**src/rtl/uart_pkg.sv**
```systemverilog
// uart_pkg: shared UART definitions for the transmit and receive sides
// Contents: 3-bit FSM state encodings, default oversample ratio, line levels.
package uart_pkg;
  localparam logic [2:0] S_IDLE   = 3'd0;
  localparam logic [2:0] S_START  = 3'd1;
  localparam logic [2:0] S_DATA   = 3'd2;
  localparam logic [2:0] S_PARITY = 3'd3;
  localparam logic [2:0] S_STOP   = 3'd4;
  localparam int OS_DEFAULT = 16;
  localparam logic LINE_IDLE = 1'b1;
  localparam logic START_LVL = 1'b0;
endpackage

```
**src/rtl/uart_bit_timer.sv**
```systemverilog
// uart_bit_timer: oversample counter that flags the last clock of each serial bit
// Ports: clk, rst (sync, active-high), clr (force count to 0), en (count),
//        bit_end (high on the clock where the count is OVERSAMPLE-1).
module uart_bit_timer import uart_pkg::*; #(
  parameter int OVERSAMPLE = OS_DEFAULT
) (
  input  logic clk,
  input  logic rst,
  input  logic clr,
  input  logic en,
  output logic bit_end
);
  logic [3:0] os_cnt;
  assign bit_end = en && !clr && os_cnt == 4'(OVERSAMPLE - 1);
  always_ff @(posedge clk)
    os_cnt <= (rst || clr || bit_end) ? 4'd0 : en ? os_cnt + 4'd1 : os_cnt;
endmodule

```
**src/rtl/uart_tx.sv**
```systemverilog
// uart_tx: framed serial transmitter fed by a valid/ready word interface
// Ports: tx_Clk oversample clock, tx_Rst sync active-high reset, enable (low aborts),
//        i_TX_byte/i_TX_valid/o_TX_ready word input, o_TX_serial registered line,
//        o_TX_active frame in progress, o_TX_done pulse on the final stop-bit clock.
// Build option: define UART_TX_PARITY_EN to insert a parity bit after the data bits.
module uart_tx import uart_pkg::*; #(
  parameter int DATA_BITS  = 8,
  parameter int OVERSAMPLE = OS_DEFAULT,
  parameter int STOP_BITS  = 1,
  parameter int PARITY_ODD = 0
) (
  input  logic                 tx_Clk,
  input  logic                 tx_Rst,
  input  logic                 enable,
  input  logic [DATA_BITS-1:0] i_TX_byte,
  input  logic                 i_TX_valid,
  output logic                 o_TX_ready,
  output logic                 o_TX_serial,
  output logic                 o_TX_active,
  output logic                 o_TX_done
);
`ifdef UART_TX_PARITY_EN
  localparam logic PAR_EN = 1'b1;
`else
  localparam logic PAR_EN = 1'b0;
`endif
  logic [2:0] state;
  logic [3:0] bit_cnt;
  logic [DATA_BITS-1:0] shreg;
  logic parity, armed, running, bit_end, last_data, last_stop, accept;
  // armed is low during reset and for one clock after enable returns, so a
  // word offered as enable rises is taken one cycle later
  assign running = enable && state != S_IDLE;
  assign o_TX_ready = enable && armed && state == S_IDLE;
  assign accept = i_TX_valid && o_TX_ready;
  assign last_data = bit_cnt == 4'(DATA_BITS - 1);
  assign last_stop = bit_cnt == 4'(STOP_BITS - 1);
  assign o_TX_done = bit_end && state == S_STOP && last_stop;
  uart_bit_timer #(.OVERSAMPLE(OVERSAMPLE)) u_timer (
    .clk(tx_Clk),
    .rst(tx_Rst),
    .clr(!running),
    .en(running),
    .bit_end(bit_end)
  );
  always_ff @(posedge tx_Clk) begin
    if (tx_Rst) begin
      state <= S_IDLE;
      bit_cnt <= 4'd0;
      shreg <= '0;
      parity <= 1'b0;
      armed <= 1'b0;
      o_TX_serial <= LINE_IDLE;
      o_TX_active <= 1'b0;
    end else if (!enable) begin
      state <= S_IDLE;
      bit_cnt <= 4'd0;
      armed <= 1'b0;
      o_TX_serial <= LINE_IDLE;
      o_TX_active <= 1'b0;
    end else begin
      armed <= 1'b1;
      case (state)
        S_IDLE: if (accept) begin
          shreg <= i_TX_byte;
          parity <= ^i_TX_byte ^ 1'(PARITY_ODD);
          bit_cnt <= 4'd0;
          state <= S_START;
          o_TX_serial <= START_LVL;
          o_TX_active <= 1'b1;
        end
        S_START: if (bit_end) begin
          state <= S_DATA;
          o_TX_serial <= shreg[0];
        end
        // the register already holds bit n, so the next line value is shreg[1]
        S_DATA: if (bit_end) begin
          shreg <= shreg >> 1;
          bit_cnt <= last_data ? 4'd0 : bit_cnt + 4'd1;
          state <= last_data ? (PAR_EN ? S_PARITY : S_STOP) : S_DATA;
          o_TX_serial <= last_data ? (PAR_EN ? parity : LINE_IDLE) : shreg[1];
        end
        S_PARITY: if (bit_end) begin
          state <= S_STOP;
          o_TX_serial <= LINE_IDLE;
        end
        S_STOP: if (bit_end) begin
          bit_cnt <= last_stop ? 4'd0 : bit_cnt + 4'd1;
          state <= last_stop ? S_IDLE : S_STOP;
          o_TX_active <= !last_stop;
        end
        default: state <= S_IDLE;
      endcase
    end
  end
endmodule

```
**config.mk**
```make
export PLATFORM = sky130hd
export DESIGN_NAME = uart_tx
export DESIGN_NICKNAME = d
export VERILOG_FILES = /design/src/rtl/uart_pkg.sv /design/src/rtl/uart_bit_timer.sv /design/src/rtl/uart_tx.sv
export SDC_FILE = /design/constraint.sdc
export NUM_CORES = 1
export LEC_CHECK = 0
export ABC_CLOCK_PERIOD_IN_PS = 1700
export CORE_ASPECT_RATIO = 1.25
export CORE_MARGIN = 10
export CORE_UTILIZATION = 31
export CTS_CLUSTER_DIAMETER = 150
export DETAILED_ROUTE_END_ITERATION = 10
export PLACE_DENSITY = 0.63
export SLEW_MARGIN = 20
export SYNTH_ARGS = -nofsm -noshare
export SYNTH_HDL_FRONTEND = slang
export SYNTH_SLANG_ARGS = --single-unit
```
**constraint.sdc**
```tcl
create_clock -name tx_Clk -period 1.7 [get_ports tx_Clk]
set_clock_uncertainty 0.05 [all_clocks]
set_input_delay 0.34 -clock tx_Clk [delete_from_list [all_inputs] [get_ports tx_Clk]]
set_output_delay 0.34 -clock tx_Clk [all_outputs]
set_load 0.05 [all_outputs]
```
# Word level (Yosys, flattened, before mapping)
# Cells that the tools add are included.
word_totals:
  ff_bits: 22
  latch_bits: 0
  ramBits: 0
  rom_bits: 0
  inputBits: 12
  out_inout_bits: 4
  elab_cells: 72
  mem_count: 0
classes:
  add_sub_neg: 2
  mul: 0
  div: 0
  magnitude_cmp: 0
  n_eq_ne: 11
  shifts: 0
  n_mux: 27
  bitwise: 1
  n_reduce_logical: 24
ops:
  columns: ["cell", "n"]
  rows:
  - ["$mux 3", 7]
  - ["$mux 4", 5]
  - ["$mux 8", 2]
  - ["$pmux 8 s2", 1]
  - ["$pmux 3 s5", 1]
  - ["$pmux 4 s3", 1]
  - ["$ne 2x2->1 const B", 5]
  - ["$reduce_and 5->1", 2]
  - ["$add 4x1->4 const B", 2]
  - ["$mux 1", 8]
  - ["$reduce_and 4->1", 2]
  - ["$logic_and 1x1->1", 7]
  - ["$eq 3x2->1 const B", 2]
  - ["$reduce_bool 3->1", 2]
  - ["$eq 4x3->1 const B", 1]
  - ["$eq 4x4->1 const B", 1]
  - ["$logic_not 4->1", 1]
  - ["$pmux 1 s4", 1]
  - ["$reduce_bool 2->1", 2]
  - ["$reduce_bool 4->1", 1]
  - ["$eq 3x1->1 const B", 1]
  - ["$eq 3x3->1 const B", 1]
  - ["$logic_not 3->1", 1]
  - ["$reduce_and 3->1", 1]
  - ["other kinds (5)", 7]

# Depth between registers and ports, before layout
# Gate-level depths: netlist (run 1).
logic_depth:
  word_depth: 5
  ltp_mapped: 7
  depth_no_buf: 6

# Hierarchy
# From an unflattened synthesis (run 1), not the netlist that was laid out.
hier_totals:
  hier_cells: 135
  hier_area_um2: 1229.9
modules_own_cells:
  columns: ["module", "n_inst", "cells_each", "area_each_um2", "seq_area_each_um2"]
  rows:
  - ["uart_tx", 1, 116, 1049.8, 360.3]
  - ["uart_bit_timer", 1, 19, 180.2, 80.1]

# Least setup slack after synthesis (run 1)
# OpenSTA, ideal clock, no wires.
synth_timing:
  kind: "reg2out"
  from: "register state[2]"
  to: "output port o_TX_done"
  arrival_time_ps: 2067
  t_required_ps: 1310
  slack_ps: -757
  path_stages_with_launch: 4
  path_buffers: 1
  path_cell_list: "dfxtp_1 or3b_2 clkbuf_1 nor3_1"
synth_between:
  elab_chain_len: 5
  word_cells_on_any_way: 6
  classes_between: "1 x eq/ne; 5 x reduce/logical"
synth_lines:
  columns: ["item", "line", "source"]
  rows:
  - ["start, declared", "uart_tx.sv:27", "logic [2:0] state;"]
  - ["start signal, assigned", "uart_tx.sv:80", "state <= last_data ? (PAR_EN ? S_PARITY : S_STOP) : S_DATA;"]
  - ["start signal, assigned", "uart_tx.sv:89", "state <= last_stop ? S_IDLE : S_STOP;"]
  - ["$reduce_bool 3->1", "uart_tx.sv:33", "assign running = enable && state != S_IDLE;"]
  - ["$logic_and 1x1->1", "uart_tx.sv:33", null]
  - ["$logic_and 1x1->1", "uart_bit_timer.sv:14", "assign bit_end = en && !clr && os_cnt == 4'(OVERSAMPLE - 1);"]
  - ["$logic_and 1x1->1 (*) (2 in series)", "uart_tx.sv:38", "assign o_TX_done = bit_end && state == S_STOP && last_stop;"]
  - ["end, declared", "uart_tx.sv:20", "output logic o_TX_done"]
# Every way passes the cells marked *; elsewhere a longest branch is shown, timed or not.

# Worst setup path in the final report (run 1)
# Same ends and word-level chain as after synthesis.

==> results by group, run 1 <==
Run status
  • Outcome: finished, violations left
  • Failing checks: negative setup slack

CTS
  • H-tree level count: 1
  • Root buf cell: clkbuf_8
  • Cts hold-fix bufs: 0
  • CTS tree: done
  • Clk sinks: 22
  • Num CTS Buffers: 3
  • Max Root-Sink Buffers: 2
  • Worst-skew pair later-pin latency: 0.27 ns
  • CTS clk-pin slew, worst paths: 0.09 ns

Power
  • Leak: 0.752 nW
  • Cell-internal power: 896 uW
  • Power per cell area: 635 mW/mm^2
  • Switching power: 242 uW
  • Combinational power share: 0.098
  • Sw Share: 0.213
  • Clock Power Share: 0.442
  • Peak supply drop: 311 uV
  • Sequential power share: 0.460

Layout
  • Most frequent cells in the layout: buf_4, dfxtp_1, a21oi_1
  • Post-route cell area: 0.00179 sq mm
  • P&R area growth vs syn: 49.1%
  • Layout cells sized above 1: 0.344
  • Commonest non-fill, non-tap cell in the layout: buf_4
  • NumNets Final: 199
  • N_diodes: 0

Job
  • MaxCap Viol Count: 0

Min path
  • Hold WC Path Type: reg -> reg
  • Hold wc startpoint: shreg[7]$_SDFFE_PP0P_
  • WHS Path Cells: 2
  • Hold Path Sink: shreg[7]$_SDFFE_PP0P_

Setup path
  • Worst-path maximum fanout: 5
  • Setup crit end kind: primary output
  • Critical path type: reg -> out
  • Worst EP arrival: 1.44 ns
  • Crit start category: flop
  • Reg2Reg Depth: 5
  • Worst R2R Start: state[2]$_SDFFE_PP0P_
  • Flop-to-flop setup slack: -0.01 ns
  • Worst r2r dst: o_TX_active$_SDFFE_PP0P_
  • Critical path required time: 1.31 ns

Timing
  • WHS: 0.451 ns
  • Final setup margin: -0.126 ns
  • Final number of setup-violating endpoints: 4
  • Crit path time final: 1.83 ns
  • Fmax: 548 MHz
  • Final period utilization: 1.07
  • Final hold violations: 0
  • RSZ-0062 raised after global routing: true
  • Max-slew violation count: 0
  • Slew Limit Headroom: 0.691
  • Slew of the pin with the lowest slew margin: 0.463 ns

GRT
  • First-pass GRT wire length: 6.02 mm
  • GRT overflow: 0
  • Vias in the first global route: 1307
  • Total GRT Usage: 0.114
  • Largest net degree at the start of global routing: 17
  • Initial antenna violation count: 0

Yosys
  • Mapped Area: 0.00120 sq mm
  • Mean post-synth cell area: 8.71 sq um
  • Area leader, netlist: dfxtp_1
  • Post-synth top area share: 0.366
  • Synth Instances: 138
  • Prevailing post-synth register cell: dfxtp_1
  • Register bit count reported by yosys: 22
  • Syn. warnings: 0
  • Share of synthesized registers carrying an async set or reset: 0
  • Sequential element share of the synthesized area: 0.366
  • Distinct cells, synth: 41
  • Post-synth EDFFs: 0
  • Syn_nets: 153
  • Main area contributors after synthesis: dfxtp_1, a21oi_1, mux2i_1, a311oi_1, ha_1

Detailed routing
  • Final WL: 3.47 mm
  • Vias: 1223
  • DR DRC count: 0
  • Post-DR vias/cell: 5.48
  • Detail Route Antenna Nets: 0
  • Drt first-iter violations: 52
  • 1st-pass router iterations: 4
  • Wire per inst: 15.6 microns

Floorplanning
  • FP Rows: 25
  • Height of the die: 89.6 microns
  • Die Area: 0.00679 sq mm
  • # IOs: 16
  • Die W: 75.7 microns
  • Core Box Area: 0.00375 sq mm
  • Initial Utilization: 0.320

Placed design
  • Port buffer count: 15
  • RD Place Congestion: 0.834
  • HPWL Detailed: 2.45 mm
  • Post-DP Area: 0.00158 sq mm
-- worst max-delay path by stage --
stage	from	endpoint	slack, ns	cells past startpoint
3_5_place_dp	enable	bit_cnt[3]$_SDFFE_PP0P_	-0.37	6
6_report	state[2]$_SDFFE_PP0P_	o_TX_done	-0.13	5
4_1_cts	state[1]$_SDFFE_PP0P_	o_TX_done	-0.13	3
2_1_floorplan	state[2]$_SDFFE_PP0P_	o_TX_done	-0.09	3
5_1_grt	state[2]$_SDFFE_PP0P_	o_TX_done	-0.16	5
3_3_place_gp	enable	o_TX_done	-0.32	5
-- cells by family after synthesis --
logic type	after synthesis	share of synthesized area
AO/OA/AOI/OAI	46	0.265
AND/OR/NAND/NOR	43	0.196
flip-flops	22	0.366
buffers and inverters	15	0.0687
multiplexers	7	0.0583
adder cells (fa/ha/maj)	3	0.0312
XOR/XNOR	2	0.0146
-- Yosys cell counts, types with 2 or more instances --
master and instances:
mux2i_1 7, nand3_1 7, nand2_1 7, buf_6 3, buf_2 3, a21oi_1 15, ha_1 3, nand2b_1 2
a311oi_1 7, nor3b_1 2, a211o_1 2, o21a_1 3, dfxtp_1 22, nor3_1 6, inv_1 5, o211ai_1 4
clkbuf_1 3, a22oi_1 2, o21ai_0 6, nor2_1 8
-- routing by layer --
metal  GRT usage  wire length, microns  vias up
li1            -                     -      607
met1       0.129                  1570      581
met2       0.190                  1690       24
met3      0.0264                   109       11
met4      0.0643                   111        0
met5           0                     0        -
-- worst max-delay path, cell delays in order, from the launching register on --
cell and delay, ns:
dfxtp_2 0.35, or3_4 0.40, buf_6 0.15, nand2_4 0.07, nor3_4 0.04, buf_12 0.14
-- timing repair --
item,4_1_cts,5_1_grt
setup endpoints to repair,12,15
resized for setup,21,5
pin swaps,6,9
setup buffers,7,1
-- flip-flops by register name, indices dropped and copies added, names as in the netlist --
name	count
armed	1
bit_cnt	4
o_TX_active	1
o_TX_serial	1
shreg	8
state	3
u_timer.os_cnt	4
-- stage by stage --
stage	power (mW)	instances	worst slack, ns	TNS (ns)	utilization
floorplan	0.584	138	-0.0854	-0.163	-
global placement	0.640	211	-0.324	-3.91	0.422
detailed placement	0.642	211	-0.366	-4.17	0.422
CTS	1.14	222	-0.131	-0.233	0.472
global route	1.18	223	-0.163	-0.790	0.478
finish	1.14	223	-0.126	-0.262	0.478
-- power groups by stage --
stage	Combinational, mW	Sequential (mW)	Clock (mW)
4_1_cts	0.110	0.524	0.512
5_1_grt	0.120	0.525	0.534
3_5_place_dp	0.103	0.539	0
3_3_place_gp	0.102	0.538	0
2_1_floorplan	0.0433	0.540	0
6_report	0.112	0.524	0.502
-- area by class of cell --
type                    count  area [sq um]
repair buffers             51           454
inverters                   5          18.8
clock buffers               3          41.3
clock inverters             1          30.0
well taps                  40          50.0
flip-flops and latches     22           452
fillers                   355          1960
multi-input cells         101           747
Note: power is estimated with default switching activity, not from simulation.
==> run 2: changes to the inputs <==
--- a/config.mk
+++ b/config.mk
@@ -5,12 +5,12 @@
 export SDC_FILE = /design/constraint.sdc
 export NUM_CORES = 1
 export LEC_CHECK = 0
-export ABC_CLOCK_PERIOD_IN_PS = 1700
 export CORE_ASPECT_RATIO = 1.25
 export CORE_MARGIN = 10
 export CORE_UTILIZATION = 31
-export CTS_CLUSTER_DIAMETER = 150
+export CTS_CLUSTER_DIAMETER = 50
 export DETAILED_ROUTE_END_ITERATION = 10
+export HOLD_SLACK_MARGIN = 0.03
 export PLACE_DENSITY = 0.63
 export SLEW_MARGIN = 20
 export SYNTH_ARGS = -nofsm -noshare
==> results of run 2 <==
Same layout as run 1: the final DEF is identical, and so are final timing and power.
==> run 3: changes to the inputs <==
--- a/config.mk
+++ b/config.mk
@@ -7,11 +7,11 @@
 export LEC_CHECK = 0
 export CORE_ASPECT_RATIO = 1.25
 export CORE_MARGIN = 10
-export CORE_UTILIZATION = 31
+export CORE_UTILIZATION = 48
 export CTS_CLUSTER_DIAMETER = 50
 export DETAILED_ROUTE_END_ITERATION = 10
 export HOLD_SLACK_MARGIN = 0.03
-export PLACE_DENSITY = 0.63
+export PLACE_DENSITY = 0.85
 export SLEW_MARGIN = 20
 export SYNTH_ARGS = -nofsm -noshare
 export SYNTH_HDL_FRONTEND = slang
==> run 3 against run 2 <==
Against the previous run:
- critical endpoint unchanged
- routed wire length up 7.9%
- highest routed layer unchanged
- count of clock-buffer cells in the layout did not move
- worst setup slack lost 0.063 ns
- die area is 27% lower
- the run still ends with negative setup slack left
- flip-flop and latch count stayed put
- utilization up 27 points
- critical path depth fell by 2
- final area rose by 1.0%
- non-clock buffer count shrank 5
- worst hold slack gained 0.0046 ns
==> results by group, run 3 (same netlist as run 1, synthesis figures left out) <==
Timing
  • Final period utilization: 1.11
  • Slew Limit Headroom: 0.769
  • Setup TNS: -0.376 ns
  • Max-slew violation count: 0
  • RSZ-0062 raised after global routing: true
  • Slew of the pin with the lowest slew margin: 0.346 ns
  • Final number of setup-violating endpoints: 3
  • Fmax: 529 MHz
  • Final hold violations: 0
  • Crit path time final: 1.89 ns
  • Final setup margin: -0.189 ns

Layout
  • Largest register FFs: 8
  • Final core utilization: 0.746
  • Commonest non-fill, non-tap cell in the layout: buf_4
  • Multi-input gate area: 813 sq um
  • NumNets Final: 195
  • N_diodes: 0
  • Biggest regs: shreg x8, bit_cnt x4, u_timer.os_cnt x4
  • Post-route cell area: 0.00181 sq mm
  • Non-Filler Instances: 212
  • Reg with most FFs: shreg
  • Sequential cell area: 447 sq um
  • P&R area growth vs syn: 50.7%
  • Layout cells sized above 1: 0.385
  • Fillers: 169
  • Most frequent cells in the layout: buf_4, dfxtp_1, a21oi_1, clkdlybuf4s50_1

Placed design
  • HPWL Detailed: 2.48 mm
  • Port buffer count: 15
  • Post-placement cell count: 202
  • RD Place Congestion: 0.877
  • Post-DP Area: 0.00156 sq mm

CTS
  • Max Root-Sink Buffers: 2
  • CTS tree: done
  • H-tree level count: 1
  • Num CTS Buffers: 3
  • Cts hold-fix bufs: 0
  • Clk sinks: 22
  • Worst-skew pair later-pin latency: 0.31 ns
  • Root buf cell: clkbuf_4
  • CTS clk-pin slew, worst paths: 0.13 ns

Detailed routing
  • Detail Route Antenna Nets: 0
  • Post-DR vias/cell: 5.97
  • Drt first-iter violations: 62
  • Final WL: 3.75 mm
  • Vias: 1265
  • Wire per inst: 17.7 microns
  • 1st-pass router iterations: 4
  • DR DRC count: 0

Run status
  • Outcome: finished, violations left
  • Failing checks: negative setup slack

Power
  • Power, Total: 1.06 mW
  • Peak supply drop: 509 uV
  • Power per cell area: 586 mW/mm^2
  • Leak: 0.744 nW

Setup path
  • Worst EP arrival: 1.50 ns
  • Worst path cell trace: or3b_4 > nor3_4 > buf_12
  • Worst path max stage delay: 0.42 ns
  • Critical path required time: 1.31 ns
  • Critical path type: reg -> out
  • Slowest CP cell: or3b_4
  • Crit start category: flop
  • CP bufs+invs: 1
  • Setup crit end kind: primary output
  • Crit path max-delay family: simple AND/OR/NAND/NOR gates
  • Worst-path maximum fanout: 4

Job
  • MaxCap Viol Count: 0

GRT
  • Initial antenna violation count: 0
  • Vias in the first global route: 1253
  • Total GRT Usage: 0.137
  • GRT overflow: 0
  • First-pass GRT wire length: 5.55 mm
  • Largest net degree at the start of global routing: 19

Floorplanning
  • Die W: 64.8 microns
  • Height of the die: 76.0 microns
  • Initial Utilization: 0.495
  • # IOs: 16
  • Die Area: 0.00492 sq mm
  • FP Rows: 20
  • Core Box Area: 0.00243 sq mm

Min path
  • Hold WC Path Type: reg -> reg
-- run 3: cell types whose count changed in the layout (fill, tap and decap cells not counted), moves of 3 or more --
cell and change:
clkbuf_8 -3, a311oi_1 -3, a311oi_2 +3, buf_4 -8, a21oi_1 -5, a21oi_2 +5
clkbuf_4 +3
-- run 3: cell type report --
type,instances,area share
Multi-Input combinational cell,102,0.449
Sequential cell,22,0.247
Timing Repair Buffer,46,0.242
Tap cell,33,0.0228
Clock inverter,1,0.0166
Clock buffer,3,0.0124
Inverter,5,0.0104
-- run 3: power breakdown --
group,internal [mW],switching [mW],total [mW],leakage (nW)
Clock,0.238,0.172,0.410,0.0279
Sequential,0.523,0.00572,0.528,0.180
Combinational,0.0663,0.0564,0.123,0.536
Total,0.827,0.234,1.06,0.744
-- run 3: per-layer routing --
metal | vias up | track usage | wire [microns]
met4 | 0 | 0.0601 | 98
met2 | 51 | 0.250 | 2050
met5 | - | 0 | 0
met1 | 598 | 0.141 | 1450
li1 | 604 | - | -
met3 | 12 | 0.0309 | 153
-- run 3: tightest hold or removal path, cell delays in order (launching register included) --
cell and delay [ns]:
dfxtp_2 0.36, nand3_1 0.06, a21oi_1 0.06
-- run 3: timing repair --
item / CTS / global route
gates cloned: 0 / 1
buffers inserted: 5 / 0
pin swaps: 7 / 13
gates resized for setup: 15 / 25
setup endpoints to repair: 11 / 13
-- run 3: worst paths after layout --
path,from,endpoint,slack [ns],cells after the start
setup / recovery,state[2]$_SDFFE_PP0P_,o_TX_done,-0.19,3
hold / removal,bit_cnt[0]$_SDFFE_PP0P_,bit_cnt[0]$_SDFFE_PP0P_,0.46,2
setup reg to reg,state[0]$_SDFFE_PP0P_,shreg[4]$_SDFFE_PP0P_,-0.02,5
hold reg to reg,bit_cnt[0]$_SDFFE_PP0P_,bit_cnt[0]$_SDFFE_PP0P_,0.46,2
-- run 3: per-stage QoR --
stage	worst slack [ns]	hold slack [ns]
after CTS	-0.180	0.448
after floorplan	-0.0854	0.368
after detailed placement	-0.325	0.429
after global routing	-0.224	0.479
final	-0.189	0.455
after global placement	-0.281	0.415
